<file path="src/rtl/audio_pwm_out.sv">
// rtl/audio_pwm_out.sv - PWM audio output stage with pop-free ramp and amplifier shutdown control
//
// Drives the mono audio pin with a 2^W-clock PWM period whose duty follows the
// mixed voice sample. Duty and state change only at the period boundary
// (cnt == 2^W-1). A ramp FSM fades the duty in/out when en changes so the
// speaker does not pop.
//
// Ports:
//   clk         system clock
//   rst         asynchronous active-high reset
//   en          audio enable, sampled at period boundaries
//   sample_in   unsigned mixed sample, sampled at period boundaries
//   pwm_out     registered PWM drive, high while cnt < level (one clk latency)
//   amp_sd_n    registered amplifier shutdown, low only in OFF
//   sample_tick one-cycle pulse in the boundary cycle (sample capture)
//   level       duty value currently in effect
module audio_pwm_out #(
  parameter int W         = 10,
  parameter int RAMP_STEP = 1
) (
  input  logic         clk,
  input  logic         rst,
  input  logic         en,
  input  logic [W-1:0] sample_in,
  output logic         pwm_out,
  output logic         amp_sd_n,
  output logic         sample_tick,
  output logic [W-1:0] level
);

  typedef enum logic [1:0] {
    S_OFF,
    S_RAMP_UP,
    S_RUN,
    S_RAMP_DOWN
  } state_t;

  localparam logic [W-1:0] CNT_MAX = '1;
  localparam logic [W:0]   STEP    = (W+1)'(RAMP_STEP);

  logic [W-1:0] cnt_q, cnt_d;
  logic [W-1:0] level_q, level_d;
  state_t       state_q, state_d;
  logic         pwm_q, pwm_d;
  logic         amp_q, amp_d;

  logic         boundary;
  logic [W:0]   up_sum;
  logic [W:0]   sample_ext;
  logic [W-1:0] dn_level;

  always_comb begin
    cnt_d      = cnt_q + W'(1);
    boundary   = (cnt_q == CNT_MAX);
    sample_ext = {1'b0, sample_in};

    // Ramp intermediates are one bit wider so level+step cannot wrap.
    up_sum = {1'b0, level_q} + STEP;

    // Saturate at zero instead of underflowing.
    if ({1'b0, level_q} <= STEP) begin
      dn_level = '0;
    end else begin
      dn_level = level_q - STEP[W-1:0];
    end

    state_d = state_q;
    level_d = level_q;

    if (boundary) begin
      unique case (state_q)
        S_OFF: begin
          level_d = '0;
          if (en) begin
            state_d = S_RAMP_UP;
          end
        end
        S_RAMP_UP: begin
          if (!en) begin
            state_d = S_RAMP_DOWN;
          end else if (up_sum >= sample_ext) begin
            // Reached the target, or the target fell below the current level.
            level_d = sample_in;
            state_d = S_RUN;
          end else begin
            level_d = up_sum[W-1:0];
          end
        end
        S_RUN: begin
          if (en) begin
            level_d = sample_in;
          end else begin
            state_d = S_RAMP_DOWN;
          end
        end
        S_RAMP_DOWN: begin
          if (en) begin
            state_d = S_RAMP_UP;
          end else begin
            level_d = dn_level;
            if (dn_level == '0) begin
              state_d = S_OFF;
            end
          end
        end
        default: begin
          state_d = S_OFF;
          level_d = '0;
        end
      endcase
    end

    pwm_d = (cnt_q < level_q);
    // Amplifier follows the state being entered so it switches on the same edge.
    amp_d = (state_d != S_OFF);
  end

  always_ff @(posedge clk or posedge rst) begin
    if (rst) begin
      cnt_q   <= '0;
      level_q <= '0;
      state_q <= S_OFF;
      pwm_q   <= 1'b0;
      amp_q   <= 1'b0;
    end else begin
      cnt_q   <= cnt_d;
      level_q <= level_d;
      state_q <= state_d;
      pwm_q   <= pwm_d;
      amp_q   <= amp_d;
    end
  end

  assign pwm_out     = pwm_q;
  assign amp_sd_n    = amp_q;
  assign sample_tick = boundary;
  assign level       = level_q;

endmodule

</file>
<file path="config.mk">
export PLATFORM = sky130hd
export DESIGN_NAME = audio_pwm_out
export DESIGN_NICKNAME = d
export VERILOG_FILES = /design/src/rtl/audio_pwm_out.sv
export SDC_FILE = /design/constraint.sdc
export NUM_CORES = 1
export LEC_CHECK = 0
export CAP_MARGIN = 20
export CORE_ASPECT_RATIO = 1.1
export CORE_MARGIN = 2
export CORE_UTILIZATION = 57
export CTS_CLUSTER_DIAMETER = 200
export DETAILED_ROUTE_END_ITERATION = 8
export PLACE_DENSITY = 0.84
export SKIP_LAST_GASP = 1
export SYNTH_ARGS = -nofsm -noshare
export SYNTH_HDL_FRONTEND = slang
export SYNTH_SLANG_ARGS = --single-unit
</file>
<file path="constraint.sdc">
create_clock -name clk -period 4.05 [get_ports clk]
set_clock_uncertainty 0.2 [all_clocks]
set_input_delay 0.6075 -clock clk [delete_from_list [all_inputs] [get_ports clk]]
set_output_delay 0.6075 -clock clk [all_outputs]
set_load 0.02 [all_outputs]
</file>
==> out/results.ini, run 1 <==
[global_route]
antenna_found_initial=0
grt.total_usage_pct=24.96
grt_pass1_wl_mm=8.935
grt_start_max_net_pins=25
grt_pass1_vias=1946
globalRouteOverflowTotal=0

[logic_synthesis]
ys_ff_latch=24
syn_area_per_cell_sq_um=8.653
synth-async-reset-ratio_pct=100.0
synth_edf_count=0
ys_types=55
ys_seq_area_share_pct=26.70
yosys.area.top_type=dfrtp_1
yosys.area.top_type_share_pct=26.70
postSynthCellCount=260
synth_area_sq_mm=0.002250
ys.flop_type=dfrtp_1
yosys-top-cells-area=dfrtp_1, ha_1, mux2i_1, xnor2_1, inv_1
ys.warnings.count=0
syn_nets=296

[detailed_routing]
routedWlPerCell_microns=16.21
drt-initial-drc-count=141
via_per_inst=6.238
routed_wl_mm=5.318
drc=0
wl_met2_mm=2.639
wl_met1_mm=2.212
wl_met3_microns=368
firstDrtPassIters=4
ant_nets=0
top_layer=met4
via_count=2046

[min_path]
hp-class=flip-flop to flip-flop

[clocking]
cts_sinks=24
postCtsSetupBuffers=0
clk_pin_slew_worst_paths_ns=0.09
numCtsBuffers=3
cts_max_level=1
cts_root_buf=clkbuf_8
clk_latency_ns=0.27
cts_tree=built
clock_path_buffers=2
hold_buffers=0
cts.repair.resized=0

[sta]
fmax_ghz=0.2848
fin_crit_ns=3.512
max_slew_margin_pct=56.53
hold_violations=0
finalWorstSetupSlack_ns=0.5383
tns_ns=0
maxSlewViolCount=0
fin_crit_sh_pct=86.71
worstMarginPinSlew_ns=0.6356
rsz0062_at_grt=false
setup_viol=0

[cells_and_area]
final_util_pct=69.70
n_antenna_cell=0
drive_above_1_share_pct=5.755
fin_area_sq_mm=0.002587
synthToLayoutAreaGrowth_pct=15.02
fin_nets=315

[status]
outcome=finished clean

[floorplanning]
die_x_microns=63.90
dieArea_sq_mm=0.004466
rows=23
ios=26
initial_utilization_pct=60.60
core_sq_mm=0.003712
die_h_microns=69.89

[flow_run]
drv_cap=0

[power_and_ir_drop]
p_int_w=0.0003920
switching_share_pct=20.54
comb_power_share_pct=7.8
power_leakage_nw=1.211
power_density_mw_per_mm2=190.6
pwr-share-seq_pct=48.5
power_switching_w=0.0001013
clkPwrFrac_pct=43.7
peakVddDrop_mv=0.1604

[critical_path]
required_ns=3.98
setup.worst_path.start_class=flip-flop
crit_fanout=14
reg2reg_slack_ns=0.54
endpoint_kind=flip-flop
worstSetupPathType=flip-flop to flip-flop
cp_data_arrival_time_ns=3.44

[placement]
dpl.hpwl_mm=4.014
pre_cts_slack_ns=0.6508
port_buffers=25
globalplace.congestion=0.9959
dpl-instance-area_sq_mm=0.002489

[critical path: stages (launching register included)]
cell      delay [ns]
dfrtp_1         0.62
ha_1            0.29
nand2_1         0.13
nor4_1          0.27
xnor2_1         0.21
ha_1            0.29
and4_1          0.21
a21oi_1         0.14
o31ai_1         0.09
a311oi_2        0.19
buf_4           0.28
mux2i_1         0.27
o221ai_1        0.17
[final timing paths]
| path | start | end | depth (start not counted) |
|---|---|---|---|
| max in group asynchronous | rst | level[2] | 3 |
| worst min register to register | cnt_q[0] | cnt_q[0] | 1 |
| min in group asynchronous | rst | level[9] | 2 |
| worst max-delay path | level[0] | level[3] | 12 |
| worst min-delay path | cnt_q[0] | cnt_q[0] | 1 |
| worst max register to register | level[0] | level[3] | 12 |
[power by group through the flow]
| stage | clock network [W] | registers [W] | logic (W) |
|---|---|---|---|
| 2_1_floorplan | 0 | 0.000244 | 0.0000174 |
| 3_3_place_gp | 0 | 0.000244 | 0.0000346 |
| 3_5_place_dp | 0 | 0.000244 | 0.0000348 |
| 4_1_cts | 0.000217 | 0.000239 | 0.0000351 |
| 5_1_grt | 0.000226 | 0.000239 | 0.0000428 |
| 6_report | 0.000216 | 0.000239 | 0.0000383 |
[Yosys cell counts, types with 3 or more instances]
library cell,number
a31oi_1,6
a32o_1,3
xnor2_1,13
a21o_1,4
nor4_1,3
o21ai_0,14
nand3_1,13
and3_1,6
nor3_1,4
dfrtp_1,24
nand2_1,11
a22oi_1,6
nand4_1,4
nand2b_1,5
ha_1,23
buf_2,5
mux2i_1,13
inv_1,25
xor2_1,5
nor2_1,13
buf_4,4
a21oi_1,13
[metal layers]
metal,vias up,track usage [%]
li1,994,-
met2,78,41.20
met3,9,4.348
met5,-,0
met4,0,7.488
met1,965,33.06
[metrics by stage]
stage	hold WS [ns]	total power, W	std cells
floorplan	0.2476	0.0002615	260
global placement	0.2776	0.0002787	323
detailed placement	0.2813	0.0002790	323
CTS	0.2943	0.0004919	327
global route	0.3198	0.0005084	328
finish	0.2866	0.0004933	328
[state kept, by name, summed over array words and instances (netlist names)]
signal and flops:
amp_sd_n 1, pwm_out 1, level 10, state_q 2, cnt_q 10
[cells by family (layout without fill, tap and decap cells)]
| logic type | Yosys count | count (layout) | synth area share [%] |
|---|---|---|---|
| compound gates | 71 | 71 | 22.19 |
| xor+xnor | 18 | 18 | 7.008 |
| fa+ha+maj | 23 | 23 | 12.79 |
| buf+inv | 40 | 58 | 8.287 |
| flops | 24 | 24 | 26.70 |
| mux | 13 | 13 | 5.784 |
| simple gates | 71 | 71 | 17.24 |
[cell type report]
type,instances,area (sq um)
clock inverters,1,30.03
repair buffers,28,292.8
clock buffers,3,41.29
multi-input cells,196,1463
well taps,50,62.56
fillers,292,1125
flip-flops and latches,24,600.6
inverters,26,97.59
[cell usage in the layout (no fill, tap or decap), drive strengths merged, types with 3 or more instances in the layout]
master	instances
ha	23
a31oi	6
nand3	13
xnor2	13
buf	3
nor4	4
o21ai	14
nor2	13
a32o	3
nor3	4
a21o	4
and3	7
clkbuf	3
nand4	4
mux2i	13
dfrtp	24
a22oi	6
nand2b	5
a21oi	13
nand2	11
inv	25
clkdlybuf4s50	25
o211ai	3
xor2	5
(Power assumes the default switching activity.)
==> run 2, diff against run 1 <==
--- a/config.mk
+++ b/config.mk
@@ -5,6 +5,7 @@
 export SDC_FILE = /design/constraint.sdc
 export NUM_CORES = 1
 export LEC_CHECK = 0
+export ABC_AREA = 1
 export CAP_MARGIN = 20
 export CORE_ASPECT_RATIO = 1.1
 export CORE_MARGIN = 2
==> out/results.ini, run 2 <==
[sta]
fin_crit_ns=3.609
tns_ns=0
rsz0062_at_grt=false
fin_crit_sh_pct=89.11
maxSlewViolCount=0
hold_violations=0
setup_viol=0
worstMarginPinSlew_ns=0.9360
fmax_ghz=0.2771
max_slew_margin_pct=37.37

[logic_synthesis]
synth_edf_count=0
ys_seq_area_share_pct=25.64
ys.warnings.count=0
synth_area_sq_mm=0.002342
synth-async-reset-ratio_pct=100.0
syn_area_per_cell_sq_um=6.506
ys_top_cells_by_count=nand2_1, inv_1, nand3_1, nor2_1, dfrtp_1
yosys-top-cells-area=dfrtp_1, nand2_1, ha_1, inv_1, nand3_1
syn_nets=396
ys_types=31
yosysMostFrequentCell=nand2_1
postSynthCellCount=360
yosys.area.top_type_share_pct=25.64
yosys.area.top_type=dfrtp_1
ys_ff_latch=24
ys.flop_type=dfrtp_1

[global_route]
grt.total_usage_pct=27.54
antenna_found_initial=0
grt_start_max_net_pins=25
globalRouteOverflowTotal=0
grt_pass1_vias=2152
grt_pass1_wl_mm=10.04

[critical_path]
cp_top_family=simple AND/OR/NAND/NOR gates
worstReg2RegStart=level[2]
worstSetupPathType=flip-flop to flip-flop
cp_data_arrival_time_ns=3.63
cp_common_cell=nand2_1
cp_slowest_cell=dfrtp_1
endpoint_kind=flip-flop
worstPathCellList=nand3_1 -> nor3_1 -> nand3_1 -> xor2_1 -> inv_1 -> ha_1 -> a21oi_1 -> nand2_1 -> nor2_1 -> nand3_2 -> nand2_2 -> clkinv_1 -> nand2_1 -> nand3_1 -> nand2_1 -> nand2_1 -> nand2_1
startpoint=level[2]
crit_path_max_incr_delay_ns=0.61
crit_fanout=14
required_ns=4.07
crit_buf_inv=2
reg2reg_slack_ns=0.44
setup.worst_path.start_class=flip-flop

[power_and_ir_drop]
peakVddDrop_mv=0.1199
power_density_mw_per_mm2=154.6
power.total_w=0.0004168
power_leakage_nw=1.505

[cells_and_area]
n_antenna_cell=0
final_cell_mix=nand2_1, inv_1, nor2_1, nand3_1, clkdlybuf4s50_1
synthToLayoutAreaGrowth_pct=15.12
drive_above_1_share_pct=5.469
fin_nets=422
final_common_cell=nand2_1

[clocking]
cts_tree=built
clk_pin_slew_worst_paths_ns=0.09
cts.repair.resized=0
cts_sinks=24
cts_root_buf=clkbuf_8
postCtsSetupBuffers=0
clk_latency_ns=0.27
hold_buffers=0
numCtsBuffers=3
clock_path_buffers=2
cts_max_level=1

[floorplanning]
die_x_microns=65.12
initial_utilization_pct=59.09
rows=24
core_sq_mm=0.003964
dieArea_sq_mm=0.004639
die_h_microns=71.23
ios=26

[placement]
globalplace.congestion=0.9041
dpl.hpwl_mm=4.401
port_buffers=25

[detailed_routing]
drc=0
via_per_inst=5.195
firstDrtPassIters=4
routedWlPerCell_microns=13.00
routed_wl_mm=5.670
drt-initial-drc-count=155
via_count=2265
ant_nets=0

[min_path]
worstHoldStart=cnt_q[0]
hp-class=flip-flop to flip-flop

[flow_run]
drv_cap=0

[status]
outcome=finished clean

==> run 2: changes by cell type after synthesis, sizes merged, moves of 13 or more <==
cell   delta
nand3    +21
nand2   +101
mux2i    -13
inv      +35
xnor2    -13
nor2     +25
==> run 2: path summary, 6_finish.rpt <==
| kind | end | cells after the start |
|---|---|---|
| worst min register to register | cnt_q[0] | 1 |
| worst max-delay path | level[8] | 17 |
| max in group asynchronous | level[4] | 3 |
| min in group asynchronous | cnt_q[8] | 2 |
| worst min-delay path | cnt_q[0] | 1 |
| worst max register to register | level[8] | 17 |
==> run 2: final cells by class <==
cell class                 count  area (sq um)
clock buffer                   3         41.29
fill                         356          1267
inverter                      63         236.5
multi-input combinational    267          1468
sequential                    24         600.6
tap                           52         65.06
timing repair buffer          27         285.3
==> run 2: power breakdown <==
group / switching, W / leakage, nW / internal, W
logic: 0.0000176 / 1.16 / 0.0000171
clock network: 0.0000761 / 0.0216 / 0.0000666
registers: 0 / 0.321 / 0.000239
==> run 2: layer usage <==
layer / vias up / part of all wire (%) / global-route usage [%]
met4: 0 / 1.0 / 4.861
met3: 6 / 4.4 / 3.297
met1: 1021 / 48 / 38.69
met2: 55 / 46 / 46.51
met5: - / 0 / 0
li1: 1183 / - / -
==> run 2: kinds of logic (layout without fill, tap and decap cells) <==
logic type	count (synthesis)	count (layout)	share of synthesized area, %
flip-flops	24	24	25.64
AND/OR/NAND/NOR	193	193	36.27
XOR/XNOR	13	13	4.861
buffers and inverters	69	93	11.70
adder cells (fa/ha/maj)	23	23	12.29
AO/OA/AOI/OAI	38	38	9.242
==> run 2: per-stage QoR <==
stage | cells | setup WS (ns) | util [%] | instance area [sq um] | hold slack, ns
2_1_floorplan | 360 | 1.182 | - | 2342 | 0.2373
3_3_place_gp | 432 | 0.5477 | 66.29 | 2628 | 0.2631
3_5_place_dp | 432 | 0.4574 | 66.29 | 2628 | 0.2761
4_1_cts | 435 | 0.4513 | 67.33 | 2669 | 0.2888
5_1_grt | 436 | 0.05984 | 68.02 | 2696 | 0.3140
6_report | 436 | 0.4411 | 68.02 | 2696 | 0.2882
==> run 2: worst register-to-register path: stages (launching register included) <==
cell and delay (ns):
dfrtp_1 0.61, nand3_1 0.22, nor3_1 0.37, nand3_1 0.15
xor2_1 0.21, inv_1 0.06, ha_1 0.29, a21oi_1 0.22
nand2_1 0.08, nor2_1 0.11, nand3_2 0.08, nand2_2 0.22
clkinv_1 0.32, nand2_1 0.13, nand3_1 0.08, nand2_1 0.10
nand2_1 0.05, nand2_1 0.06
==> run 3, diff against run 2 <==
--- a/config.mk
+++ b/config.mk
@@ -17,3 +17,4 @@
 export SYNTH_ARGS = -nofsm -noshare
 export SYNTH_HDL_FRONTEND = slang
 export SYNTH_SLANG_ARGS = --single-unit
+export TNS_END_PERCENT = 100
==> results of run 3 <==
Same layout as run 2: the final DEF is identical, and so are final timing and power.
==> RTL edit (flow settings as in run 1) <==
`W`: 10 -> 12.
--- a/src/rtl/audio_pwm_out.sv
+++ b/src/rtl/audio_pwm_out.sv
@@ -15,7 +15,7 @@
 //   sample_tick one-cycle pulse in the boundary cycle (sample capture)
 //   level       duty value currently in effect
 module audio_pwm_out #(
-  parameter int W         = 10,
+  parameter int W         = 12,
   parameter int RAMP_STEP = 1
 ) (
   input  logic         clk,
Interface: changed (resized level and sample_in); port bits go from 26 to 30. No check against the original RTL was run, so the function may have changed too.
==> RTL edit against run 1 <==
- global-route usage increased by 2.7 points
- sequential cell count up 4
- critical endpoint is now level[0]$_DFFE_PP0P_
- critical path type unchanged
- synthesized area up 21%
- wire length is 35% higher
- sequential power rose by 17%
- design area grew 19%
- setup slack worse by 0.14 ns
- power decreased by 2.1%
==> RTL edit: results (changes against run 1) <==
RePlAce Congestion=1.01 (was 0.996); clock transition at the registers of the reported paths=~0.10 ns; number of global-route vias before repair=2,503 (was 1,946); ratio of cells with drive above 1 in the final layout=6.47% (was 5.76%); Max-slew headroom=30.9% (was 56.5%); maximum vdd drop=0.163 mV (was 0.160 mV); worst-path maximum fanout=15 (was 14); CTS buffer count=3 (unchanged); sequential share of the synthesized area=25.7% (was 26.7%); Primary FF master, synth=dfrtp_1 (unchanged); Async S/R FF share, synth=100% (unchanged); largest cells by area after synthesis=dfrtp_1 26%, ha_1 12%, xnor2_1 5.5% (was dfrtp_1 27%, ha_1 13%, mux2i_1 5.8%); Max clock buf depth=2 (unchanged); worst skew pair latency=0.28 ns; total track usage=27.7% (was 25.0%); status=finished clean (unchanged); CTS root buf=clkbuf_8 (unchanged); hold crit path type=reg2reg (unchanged); Arrival @ worst endpoint=3.65 ns (was 3.44 ns); Yosys cell types=62 (was 55); leakage power figure=1.29 nW (was 1.21 nW); top cells by count, synth=29 x inv_1, 28 x dfrtp_1, 27 x ha_1, 23 x nand2_1, 22 x nor2_1 (was 25 x inv_1, 24 x dfrtp_1, 23 x ha_1, 14 x o21ai_0); r2r setup slk=0.40 ns (was 0.54 ns); worst-case reg-to-reg path depth=12 (unchanged); Initial DRC Count=276 (was 141); Period minus WS final=3.65 ns (was 3.51 ns); drt via density=6.46 (was 6.24); first-pass GRT wire length=11,900 microns (was 8940 microns); WL final=7170 microns (was 5320 microns); Critical Path Source=level[0]$_DFFE_PP0P_ (unchanged); synth warn=0 (unchanged); Nets=384 (was 315); post-CTS setup buffer count=0 (unchanged); Mapped Nets=365 (was 296); number of antenna diodes=0 (unchanged); total overflow reported by the global router=0 (unchanged); IO Port Bufs=29 (was 25); placed instance area=0.00305 sq mm (was 0.00249 sq mm); hpwl dp=5440 microns (was 4010 microns); H-tree Lvls=1 (unchanged); Setup crit end=level[0]$_DFFE_PP0P_ (was level[3]$_DFFE_PP0P_); drc violations=0 (unchanged); Pre-antenna DRT Iters=5 (was 4); post-CTS resize count=0 (unchanged); antenna violations before repair=0 (unchanged); Place WS=0.461 ns (was 0.651 ns); largest net degree at the start of global routing=24 (was 25)
RTL edit: cell count changes after synthesis, sizes merged, moves of 5 or more:
cell,delta
nand2,+12
nor2,+9
nor3,+8
o221ai,+8
clkbuf,+6
a22oi,-5
RTL edit: how the worst min path moves through the flow:
stage	depth (start not counted)	end	slack, ns	start
finish	1	cnt_q[10]$_DFF_PP0_	0.31	cnt_q[10]$_DFF_PP0_
detailed placement	1	cnt_q[10]$_DFF_PP0_	0.30	cnt_q[10]$_DFF_PP0_
global placement	1	cnt_q[10]$_DFF_PP0_	0.28	cnt_q[10]$_DFF_PP0_
floorplan	1	cnt_q[0]$_DFF_PP0_	0.25	cnt_q[0]$_DFF_PP0_
global route	1	cnt_q[10]$_DFF_PP0_	0.33	cnt_q[10]$_DFF_PP0_
CTS	1	cnt_q[10]$_DFF_PP0_	0.31	cnt_q[10]$_DFF_PP0_
RTL edit: power by group:
group | leakage, nW | internal [mW] | switching [mW]
Sequential | 0.366 | 0.279 | 0
Clock | 0.0216 | 0.0670 | 0.0890
Combinational | 0.900 | 0.0235 | 0.0240
Total | 1.29 | 0.370 | 0.113
RTL edit: layout make-up:
type	instances	area, sq um
Fill cell	400	1530
Clock buffer	3	41.3
Inverter	29	109
Sequential cell	28	701
Timing Repair Buffer	35	355
Tap cell	56	70.1
Multi-Input combinational cell	245	1810
RTL edit: worst max-delay path, stage by stage (launching register included):
cell and delay (ns):
dfrtp_1 0.49, buf_4 0.21, ha_1 0.25, and4_4 0.28
nand3_1 0.10, xnor2_1 0.21, ha_1 0.28, a21oi_1 0.16
nor2b_1 0.07, a311oi_2 0.21, o211ai_2 0.48, or3_1 0.49
a31oi_1 0.16
RTL edit: cells by family (layout without fill, tap and decap cells):
kind of cell	Yosys count	count (layout)	share of synthesized area, %
and+or+nand+nor	104	104	20.6
AOI/OAI and AO/OA	78	78	21.3
adders and majority gates	27	27	12.4
muxes	12	12	4.40
DFF	28	28	25.7
buffers and inverters	50	67	8.02
xor gates and xnor gates	24	24	7.70
RTL edit: metal layers:
layer	vias to the layer above	wire (microns)	part of all wire (%)	GRT usage (%)
met5	-	0	0	0
met4	0	162	2.3	11.7
met3	19	581	8.1	5.16
met2	121	3380	47	44.7
met1	1207	3050	42	36.2
li1	1212	-	-	-
RTL edit: through the flow:
stage | hold slack (ns) | cells
2_1_floorplan | 0.254 | 323
3_3_place_gp | 0.282 | 392
3_5_place_dp | 0.295 | 393
4_1_cts | 0.309 | 396
5_1_grt | 0.329 | 396
6_report | 0.312 | 396
